File: config.mk
export PLATFORM = sky130hd
export DESIGN_NAME = cacheline_adapter
export DESIGN_NICKNAME = d
export VERILOG_FILES = /design/src/rtl/cache_mem_pkg.sv /design/src/rtl/cacheline_adapter.sv
export SDC_FILE = /design/constraint.sdc
export NUM_CORES = 1
export LEC_CHECK = 0
export CAP_MARGIN = 30
export CELL_PAD_IN_SITES_DETAIL_PLACEMENT = 0
export CELL_PAD_IN_SITES_GLOBAL_PLACEMENT = 2
export CORE_UTILIZATION = 25
export CTS_CLUSTER_DIAMETER = 150
export DETAILED_ROUTE_END_ITERATION = 7
export DONT_BUFFER_PORTS = 1
export PLACE_DENSITY_LB_ADDON = 0.15
export SYNTH_ARGS = -nofsm -noshare
export SYNTH_HDL_FRONTEND = slang
export SYNTH_SLANG_ARGS = --single-unit
export TNS_END_PERCENT = 1
File: constraint.sdc
create_clock -name clk -period 6.3 [get_ports clk]
set_clock_uncertainty 0.15 [all_clocks]
set_input_delay 1.26 -clock clk [delete_from_list [all_inputs] [get_ports clk]]
set_output_delay 1.26 -clock clk [all_outputs]
set_load 0.1 [all_outputs]
File: src/rtl/cache_mem_pkg.sv
// Shared types and widths for the cache datapaths and the line/burst adapter.
package cache_mem_pkg;

  localparam int LINE_W   = 256;
  localparam int BEAT_W   = 64;
  localparam int NBEATS   = LINE_W / BEAT_W;
  localparam int OFFSET_W = 5;

  typedef enum logic [1:0] {
    IDLE,
    RD_BURST,
    WR_BURST,
    DONE
  } adapter_state_t;

endpackage

File: src/rtl/cacheline_adapter.sv
// Converts 256-bit cache line fills/write-backs into 4-beat 64-bit memory bursts.
// Handshake: a beat transfers on every cycle in which mem_read_o or mem_write_o is high
// and mem_resp_i is high; request, address and write beat stay stable until that beat.
module cacheline_adapter
  import cache_mem_pkg::*;
#(
  parameter int s_line   = LINE_W,
  parameter int s_beat   = BEAT_W,
  parameter int s_offset = OFFSET_W
) (
  input  logic              clk,
  input  logic              rst,
  input  logic              line_read_i,
  input  logic              line_write_i,
  input  logic [31:0]       line_addr_i,
  input  logic [s_line-1:0] line_wdata_i,
  output logic [s_line-1:0] line_rdata_o,
  output logic              line_resp_o,
  output logic              mem_read_o,
  output logic              mem_write_o,
  output logic [31:0]       mem_addr_o,
  output logic [s_beat-1:0] mem_wdata_o,
  input  logic [s_beat-1:0] mem_rdata_i,
  input  logic              mem_resp_i,
  output adapter_state_t    dbg_state
);

  localparam int nbeats = s_line / s_beat;
  localparam int cnt_w  = (nbeats > 1) ? $clog2(nbeats) : 1;
  localparam logic [cnt_w-1:0] last_beat = cnt_w'(nbeats - 1);

  adapter_state_t         state_q, state_d;
  logic [cnt_w-1:0]       cnt_q;
  logic [31-s_offset:0]   addr_q;
  logic [s_line-1:0]      wdata_q;
  logic [s_line-1:0]      rdata_q;

  always_ff @(posedge clk) begin
    if (rst) state_q <= IDLE;
    else     state_q <= state_d;
  end

  always_comb begin
    state_d = state_q;
    unique case (state_q)
      IDLE: begin
        if (line_write_i)     state_d = WR_BURST;
        else if (line_read_i) state_d = RD_BURST;
      end
      RD_BURST: if (mem_resp_i && cnt_q == last_beat) state_d = DONE;
      WR_BURST: if (mem_resp_i && cnt_q == last_beat) state_d = DONE;
      DONE:     state_d = IDLE;
      default:  state_d = IDLE;
    endcase
  end

  // Only the line-aligned part of the address is kept; offset bits are zero on the bus.
  always_ff @(posedge clk) begin
    if (rst) begin
      cnt_q   <= '0;
      addr_q  <= '0;
      wdata_q <= '0;
      rdata_q <= '0;
    end else begin
      unique case (state_q)
        IDLE: begin
          if (line_write_i) begin
            addr_q  <= line_addr_i[31:s_offset];
            wdata_q <= line_wdata_i;
            cnt_q   <= '0;
          end else if (line_read_i) begin
            addr_q <= line_addr_i[31:s_offset];
            cnt_q  <= '0;
          end
        end
        RD_BURST: begin
          if (mem_resp_i) begin
            rdata_q[int'(cnt_q)*s_beat +: s_beat] <= mem_rdata_i;
            cnt_q <= cnt_q + 1'b1;
          end
        end
        WR_BURST: begin
          if (mem_resp_i) cnt_q <= cnt_q + 1'b1;
        end
        default: ;
      endcase
    end
  end

  assign line_rdata_o = rdata_q;
  assign line_resp_o  = (state_q == DONE);
  assign mem_read_o   = (state_q == RD_BURST);
  assign mem_write_o  = (state_q == WR_BURST);
  assign mem_addr_o   = {addr_q, {s_offset{1'b0}}};
  assign mem_wdata_o  = (state_q == WR_BURST) ? wdata_q[int'(cnt_q)*s_beat +: s_beat] : '0;
  assign dbg_state    = state_q;

endmodule

Yosys cells after proc, flatten, opt, wreduce, memory -nomap -nowiden:

Index checks and enable logic that the tools add are counted.

* bits in registers: 543
* input port bits: 357
* output and inout bits: 357
* logic and storage cells: 39

* add/sub/neg operators: 2
* equal/unequal tests: 7
* shifts and indexed selects: 3
* muxes and demuxes: 12
* reductions and logical operators: 10

Operator list (count)
* bitwise mux 256 bit: 1
* variable shift 64 x 33 -> 256 bit, first input constant: 1
* indexed part select 256 x 9 -> 64 bit: 1
* indexed part select 64 x 33 -> 256 bit: 1
* 2-to-1 mux 64 bit: 1
* 2-to-1 mux 27 bit: 2
* negation 8 -> 33 bit: 1
* 2-to-1 mux 2 bit: 6
* AND reduction 2 bit: 4
* == test 2 bit, second input constant: 3
* one-hot mux 2 bit (3 select lines): 1
* != test 2 x 1 -> 1 bit, second input constant: 2
* one-hot mux 2 bit (2 select lines): 1
* nonzero test 2 bit: 2
* != test 3 bit, second input constant: 1
* AND reduction 3 bit: 1
* adder 2 x 1 -> 2 bit, second input constant: 1
* == test 2 x 1 -> 1 bit, second input constant: 1
* zero test 2 bit: 1
* OR reduction 2 bit: 1
* logical AND 1 bit: 1

Logic depth before layout (Yosys ltp):

Gate-level depths: netlist of the first run.

* word-level depth: 4
* mapped depth: 9
* gate-level depth less buffers: 5

Worst setup path before layout of the first run:

OpenSTA, ideal clock, no wires.

* kind: flip-flop to output port
* start: register state_q[1], in the netlist dbg_state[1]
* end: output port mem_wdata_o[10]
* arrival: 3.215 ns
* data required time: 4.890 ns
* path slack: 1.675 ns
* stages on the path, launching flop included: 5
* path buffers: 2
* cells stage by stage: dfxtp_1 ha_1 buf_1 clkbuf_1 and2_1

* longest elaborated chain between the ends: 2

RTL lines
* start, declared: RTL line cacheline_adapter.sv:32 `adapter_state_t state_q, state_d;`
* start signal, assigned: RTL line cacheline_adapter.sv:40 `else state_q <= state_d;`
* == test 2 bit
* via mem_write_o: RTL line cacheline_adapter.sv:20 `output logic mem_write_o,`
* 2-to-1 mux 64 bit: RTL line cacheline_adapter.sv:95 `assign mem_wdata_o = (state_q == WR_BURST) ? wdata_q[int'(cnt_q)*s_beat +: s_beat] : '0;`
* end, declared: RTL line cacheline_adapter.sv:22 `output logic [s_beat-1:0] mem_wdata_o,`

The timed path passes the listed nets, and every way through them passes these cells.

Worst setup path after layout of the first run:

* start: register state_q[0], in the netlist dbg_state[0]
* end: output port mem_wdata_o[12]

Same word-level chain as after synthesis.

==> results of run 1 <==
==> area by class of cell <==
cell class	count	area, sq um	share of cell area [%]
clock inverters	17	183.9	0.6958
multi-input cells	1619	9278	35.10
inverters	5	18.77	0.07100
clock buffers	104	2058	7.786
flip-flops and latches	543	10880	41.15
well taps	1080	1351	5.112
diodes	3	7.507	0.02840
repair buffers	154	2660	10.06
==> registers in the layout (all words and copies together) (netlist names) <==
register	count
line_rdata_o	256
dbg_state	2
cnt_q	2
wdata_q	256
addr_q	27
==> per-layer routing <==
| layer | track usage [%] | up-vias |
|---|---|---|
| li1 | - | 8265 |
| met1 | 22.70 | 8586 |
| met2 | 32.86 | 586 |
| met3 | 5.949 | 130 |
| met4 | 5.874 | 8 |
| met5 | 0 | - |
==> kinds of logic (layout without fill, tap and decap cells) <==
| kind of cell | Yosys count | after routing | synth area share [%] |
|---|---|---|---|
| AO/OA/AOI/OAI | 551 | 551 | 16.10 |
| adder cells (fa/ha/maj) | 10 | 10 | 0.5935 |
| buffers and inverters | 232 | 280 | 4.974 |
| flip-flops | 543 | 543 | 51.56 |
| multiplexers | 64 | 64 | 6.837 |
| other | 1 | 8 | 0.01779 |
| AND/OR/NAND/NOR | 989 | 989 | 19.91 |
==> worst max-delay path by stage <==
stage | end | slack [ps] | depth (start not counted)
3_3_place_gp | mem_wdata_o[14] | 2060 | 2
4_1_cts | mem_wdata_o[52] | 1630 | 3
6_report | mem_wdata_o[12] | 1810 | 4
3_5_place_dp | mem_wdata_o[52] | 2310 | 3
5_1_grt | mem_wdata_o[12] | 1620 | 4
2_1_floorplan | mem_wdata_o[10] | 1670 | 4
==> worst register-to-register path, stage by stage (launching register included) <==
cell and delay (ps):
dfxtp_1 290, buf_4 240, inv_1 200, ha_1 340
and2_4 780, buf_12 620, nand2_1 430, a21oi_1 180
==> where the power goes <==
part	switching (mW)	internal, mW	leakage, nW
clock	1.59	2.31	1.11
sequential	0.740	3.81	4.42
combinational	1.75	0.723	3.86
==> synth_stat cells (all sizes together) <==
library cell,instances
and4,1
and3,40
and2,66
a31oi,1
a211o,1
or3,1
o311a,1
buf,82
o311ai,1
o21ai,4
nor4b,1
nand2b,2
conb,1
mux4,64
nand3,106
a31o,37
nor2b,2
clkbuf,145
nor3b,1
nor2,94
nor4bb,2
a32oi,91
a21boi,1
o31ai,1
dfxtp,543
ha,10
a21oi,385
a32o,27
inv,5
nand2,672
or4b,1
o21a,1
==> results.md, run 1 <==
- HPWL after DPL: 57.26 mm
- Commonest cells after routing, fill and taps aside: nand2_1 (671), dfxtp_1 (541), a21oi_1 (385)
- Hold Buf Count CTS: 0
- Clock Root Buffer: clkbuf_16
- RSZ-0062 raised after global routing: false
- Crit path kind: reg2out
- Dpl ws: ~2300 ps
- Post-route DRC: 0
- Worst slew pin tran: roughly 1100 ps
- Ys Warns: 0
- Synthesized area per cell: 8.821 sq um
- DR vias/cell: about 5
- Post-route design area: around 26000 sq um
- Starting DRT DRC Count: roughly 920
- CP cell instances: buf_4 -> inv_1 -> ha_4 -> and2_1
- Met3 WL: ~6.6 mm
- Nets@finish: roughly 2800
- Metal2 WL: 42.41 mm
- Mapped cell area: roughly 21000 sq um
- Initial antenna violation count: 7
- Final core utilization: roughly a third
- Starting Density: 25.23%
- Area grow syn2layout: 25.40%
- Top-Level Pins: between 700 and 800
- GPL Wtd Cong: 0.7735
- Total Power: between 10 and 15 mW
- Post-synth top area cell: dfxtp_1
- Hold path cells: 2
- Max-Cap Viols: 0
- Critical path's slowest cell: and2_1
- Vias in the first global route: 17280
- Fin Hold WS: approximately 300 ps
- Filler instances: 8732
- CP arrival: approximately 3000 ps
- Worst skew pair latency: around 600 ps
- Req. time, crit path: slightly below 5000 ps
- CTS sink count: about 540
- First-pass GRT wire length: around 120 mm
- Rows: between 100 and 150
- Placed insts: about 3400
- Post CTS Setup Buffer Count: 0
- Final TNS setup: 0 ps
- Run status: complete, no violations
- Type of the worst min-delay path: reg2reg
- Synth top area share: 51.56%
- Final slew viol count: 0
- PwrDens: ~410 nW/um^2
- Pin count of the biggest net entering global routing: approximately 480
- Cell count after synthesis: about 2400
- Post-route ant nets: 0
- CORE AREA: 83560 sq um
- Worst path max stage delay: between 900 and 1000 ps
- Tcrit/Tclk final: around 70%
- Gr usage total: roughly a fifth
- Distinct cell type count after synthesis: 38
- Most common cell after layout, fill and taps aside: nand2_1
- #FFs+latches synth: 543
- Sequential element share of the synthesized area: roughly half
- CTS max path bufs: 3
- Critical Path End Type: output port
- CTS tree: yes
- Peak supply drop: 0.2438 mV
- Final WL: 85.50 mm
- Crit path max-delay family: simple AND/OR/NAND/NOR gates
- Worst Reg-to-Reg Cells: 7
- Slew HR: between 20 and 30%
- Setup crit start kind: register
- Finished Layout Cells: around 3500
- Port Buffers: 0
- Reg-to-reg endpoint: wdata_q[78]
- DRT met1 WL: between 30 and 40 mm
- Endpoints failing setup: 0
- Reg-to-reg startpoint: dbg_state[0]
- Highest clock rate: 222.7 MHz
- Buf/Inv on CP: 2
- Die Height: ~290 um
- Worst hold start: wdata_q[59]
- Clk slew on worst S/H paths: 50 ps
- Die Area: 85490 sq um
- Final Hold Viols: 0
- Fin worst setup slack: ~1800 ps
- CTS buffer count: 68
- WHS Endpoint: wdata_q[59]
- Reg2reg setup slack: roughly 3000 ps
- Cell Area, Placed: between 20000 and 25000 sq um
- Top Metal Used: met5
- Total gr overflow: 0
- Die width: about 300 um
- Crit Path Max Fanout: between 60 and 70
- Synth area leaders: dfxtp_1 (52%), nand2_1 (12%), a21oi_1 (9.1%)
- CTS-repair resized insts: 0
- Share of post-route cells with drive strength above 1: approximately 12%
- Wire length per cell: approximately 24 um
- TritonRoute pass-1 iters: 5
- LEAKAGE: ~9.4 nW
- CP startpoint: dbg_state[0]
- H-Tree Depth: 3
- Post-layout min period: roughly 4500 ps
- Via count: roughly 18000
Note: power is estimated with default switching activity, not from simulation.
==> inputs of run 2 (changes only) <==
==> constraint.sdc (replaced) <==
create_clock -name clk -period 4.2 [get_ports clk]
set_clock_uncertainty 0.15 [all_clocks]
set_input_delay 0.84 -clock clk [delete_from_list [all_inputs] [get_ports clk]]
set_output_delay 0.84 -clock clk [all_outputs]
set_load 0.1 [all_outputs]
==> run 2 against run 1 <==
Compared with the run above: cell area rose by 2.5%; register-to-register slack got worse by 1900 ps; core utilization rose by 0.79 points; power rose by 51%; first-iteration DRC count rose by 4.7%; critical endpoint is now mem_wdata_o[29]; largest cell class unchanged; largest power group unchanged; highest routed layer unchanged.
==> results.md, run 2 (same netlist as run 1, synthesis figures left out) <==
- Post-layout min period: between 3000 and 4000 ps
- CTS buffer count: 69
- Reg2reg setup slack: roughly 1100 ps
- Final TNS setup: 0 ps
- Critical Path End Type: output port
- Hold Buf Count CTS: 0
- CTS sink count: 543
- Die Area: about 85000 sq um
- CORE AREA: 83560 sq um
- Sw frac: a little under two fifths
- Reg-to-reg startpoint: cnt_q[0]
- Pin count of the biggest net entering global routing: 481
- First-pass GRT wire length: around 120 mm
- RSZ-0062 raised after global routing: false
- Type of the worst min-delay path: in2reg
- Slew HR: between 20% and 30%
- HPWL after DPL: 58.26 mm
- Top-Level Pins: around 710
- Gr usage total: approximately a fifth
- Worst slew pin tran: approximately 1100 ps
- Reg-to-reg endpoint: line_rdata_o[203]
- Clk pwr share: between 30 and 40%
- WHS Endpoint: wdata_q[250]
- Flop pwr share: 41.6%
- Post-route ant nets: 0
- Nets@finish: 2842
- Peak supply drop: around 0.46 mV
- Clock Root Buffer: clkbuf_16
- Run status: complete, no violations
- CTS tree: yes
- Die width: approximately 290 um
- Cell Int Power: 10.33 mW
- Area grow syn2layout: 28.54%
- Req. time, crit path: between 3000 and 4000 ps
- Max-Cap Viols: 0
- Starting DRT DRC Count: 960
- H-Tree Depth: 3
- Final Hold Viols: 0
- TritonRoute pass-1 iters: 5
- P_sw: 6.111 mW
- Tcrit/Tclk final: about nine tenths
- Setup crit start kind: register
- DR vias/cell: approximately 5
- Commonest cells after routing, fill and taps aside: nand2_1 (671), dfxtp_1 (541), a21oi_1 (385)
- Via count: ~18000
- Post CTS Setup Buffer Count: 0
- Final WL: ~86 mm
- Vias in the first global route: approximately 18000
- GPL Wtd Cong: between 0.7 and 0.8
- Initial antenna violation count: 16
- Crit Path Max Fanout: 34
- Worst hold start: rst
- PwrDens: approximately 600 nW/um^2
- LEAKAGE: 9.808 nW
- CTS-repair resized insts: 0
- Rows: 106
- Share of post-route cells with drive strength above 1: between 10% and 20%
- Worst Reg-to-Reg Cells: 5
- Comb power frac: approximately a quarter
- Starting Density: 25.23%
- Endpoints failing setup: 0
- Die Height: 292.4 um
- Highest clock rate: 264.6 MHz
- CTS max path bufs: 3
- Wire length per cell: between 20 and 25 um
- Hold path cells: 1
- Worst skew pair latency: 600 ps
- Final slew viol count: 0
- Crit path kind: reg2out
- Final core utilization: about a third
- Fin Hold WS: 164.2 ps
- CP arrival: 2790 ps
- Clk slew on worst S/H paths: around 60 ps
- Most common cell after layout, fill and taps aside: nand2_1
- Post-route DRC: 0
- Port Buffers: 0
- Total gr overflow: 0
run 2: worst max path at each step:
| stage | start | endpoint | cells after the start |
|---|---|---|---|
| 2_1_floorplan | dbg_state[1] | mem_wdata_o[10] | 4 |
| 3_3_place_gp | cnt_q[0] | mem_wdata_o[30] | 4 |
| 3_5_place_dp | cnt_q[0] | mem_wdata_o[33] | 4 |
| 4_1_cts | cnt_q[0] | mem_wdata_o[33] | 4 |
| 5_1_grt | cnt_q[0] | mem_wdata_o[30] | 4 |
| 6_report | cnt_q[0] | mem_wdata_o[29] | 4 |
run 2: power by group through the flow:
stage          logic, mW  registers [mW]  clock network, mW
2_1_floorplan       2.70            6.98                  0
3_3_place_gp        3.59            7.10                  0
3_5_place_dp        3.94            6.98                  0
4_1_cts             3.94            6.87               5.85
5_1_grt             4.30            6.91               6.04
6_report            3.96            6.84               5.64
run 2: final cells by class:
cell class | instances | area, sq um
Fill cell | 8745 | 56460
Sequential cell | 543 | 10880
Multi-Input combinational cell | 1619 | 9278
Timing Repair Buffer | 237 | 3426
Clock buffer | 99 | 1972
Tap cell | 1080 | 1351
Clock inverter | 18 | 151.4
Antenna cell | 9 | 22.52
Inverter | 5 | 18.77
run 2: layer usage:
| metal | routed length (um) | GRT usage (%) | vias to the layer above |
|---|---|---|---|
| met3 | 6942 | 6.579 | 156 |
| met5 | 68 | 0 | - |
| li1 | - | - | 8435 |
| met2 | 42630 | 32.78 | 602 |
| met1 | 33320 | 22.11 | 8843 |
| met4 | 3491 | 9.054 | 10 |
run 2: per-stage QoR:
stage / cells / worst slack (ps) / power, mW / area, sq um
floorplan: 2394 / 241.8 / 9.678 / 21100
global placement: 3346 / 983.2 / 10.70 / 22460
detailed placement: 3455 / 960.7 / 10.92 / 24590
CTS: 3572 / 285.2 / 16.67 / 26710
global route: 3610 / 233.6 / 17.25 / 27100
finish: 3610 / 420.4 / 16.44 / 27100
run 2: worst max-delay path, stage by stage, from the launching register on:
cell and delay (ps):
dfxtp_4 800, buf_4 400, mux4_2 540, and2_1 170, buf_4 230
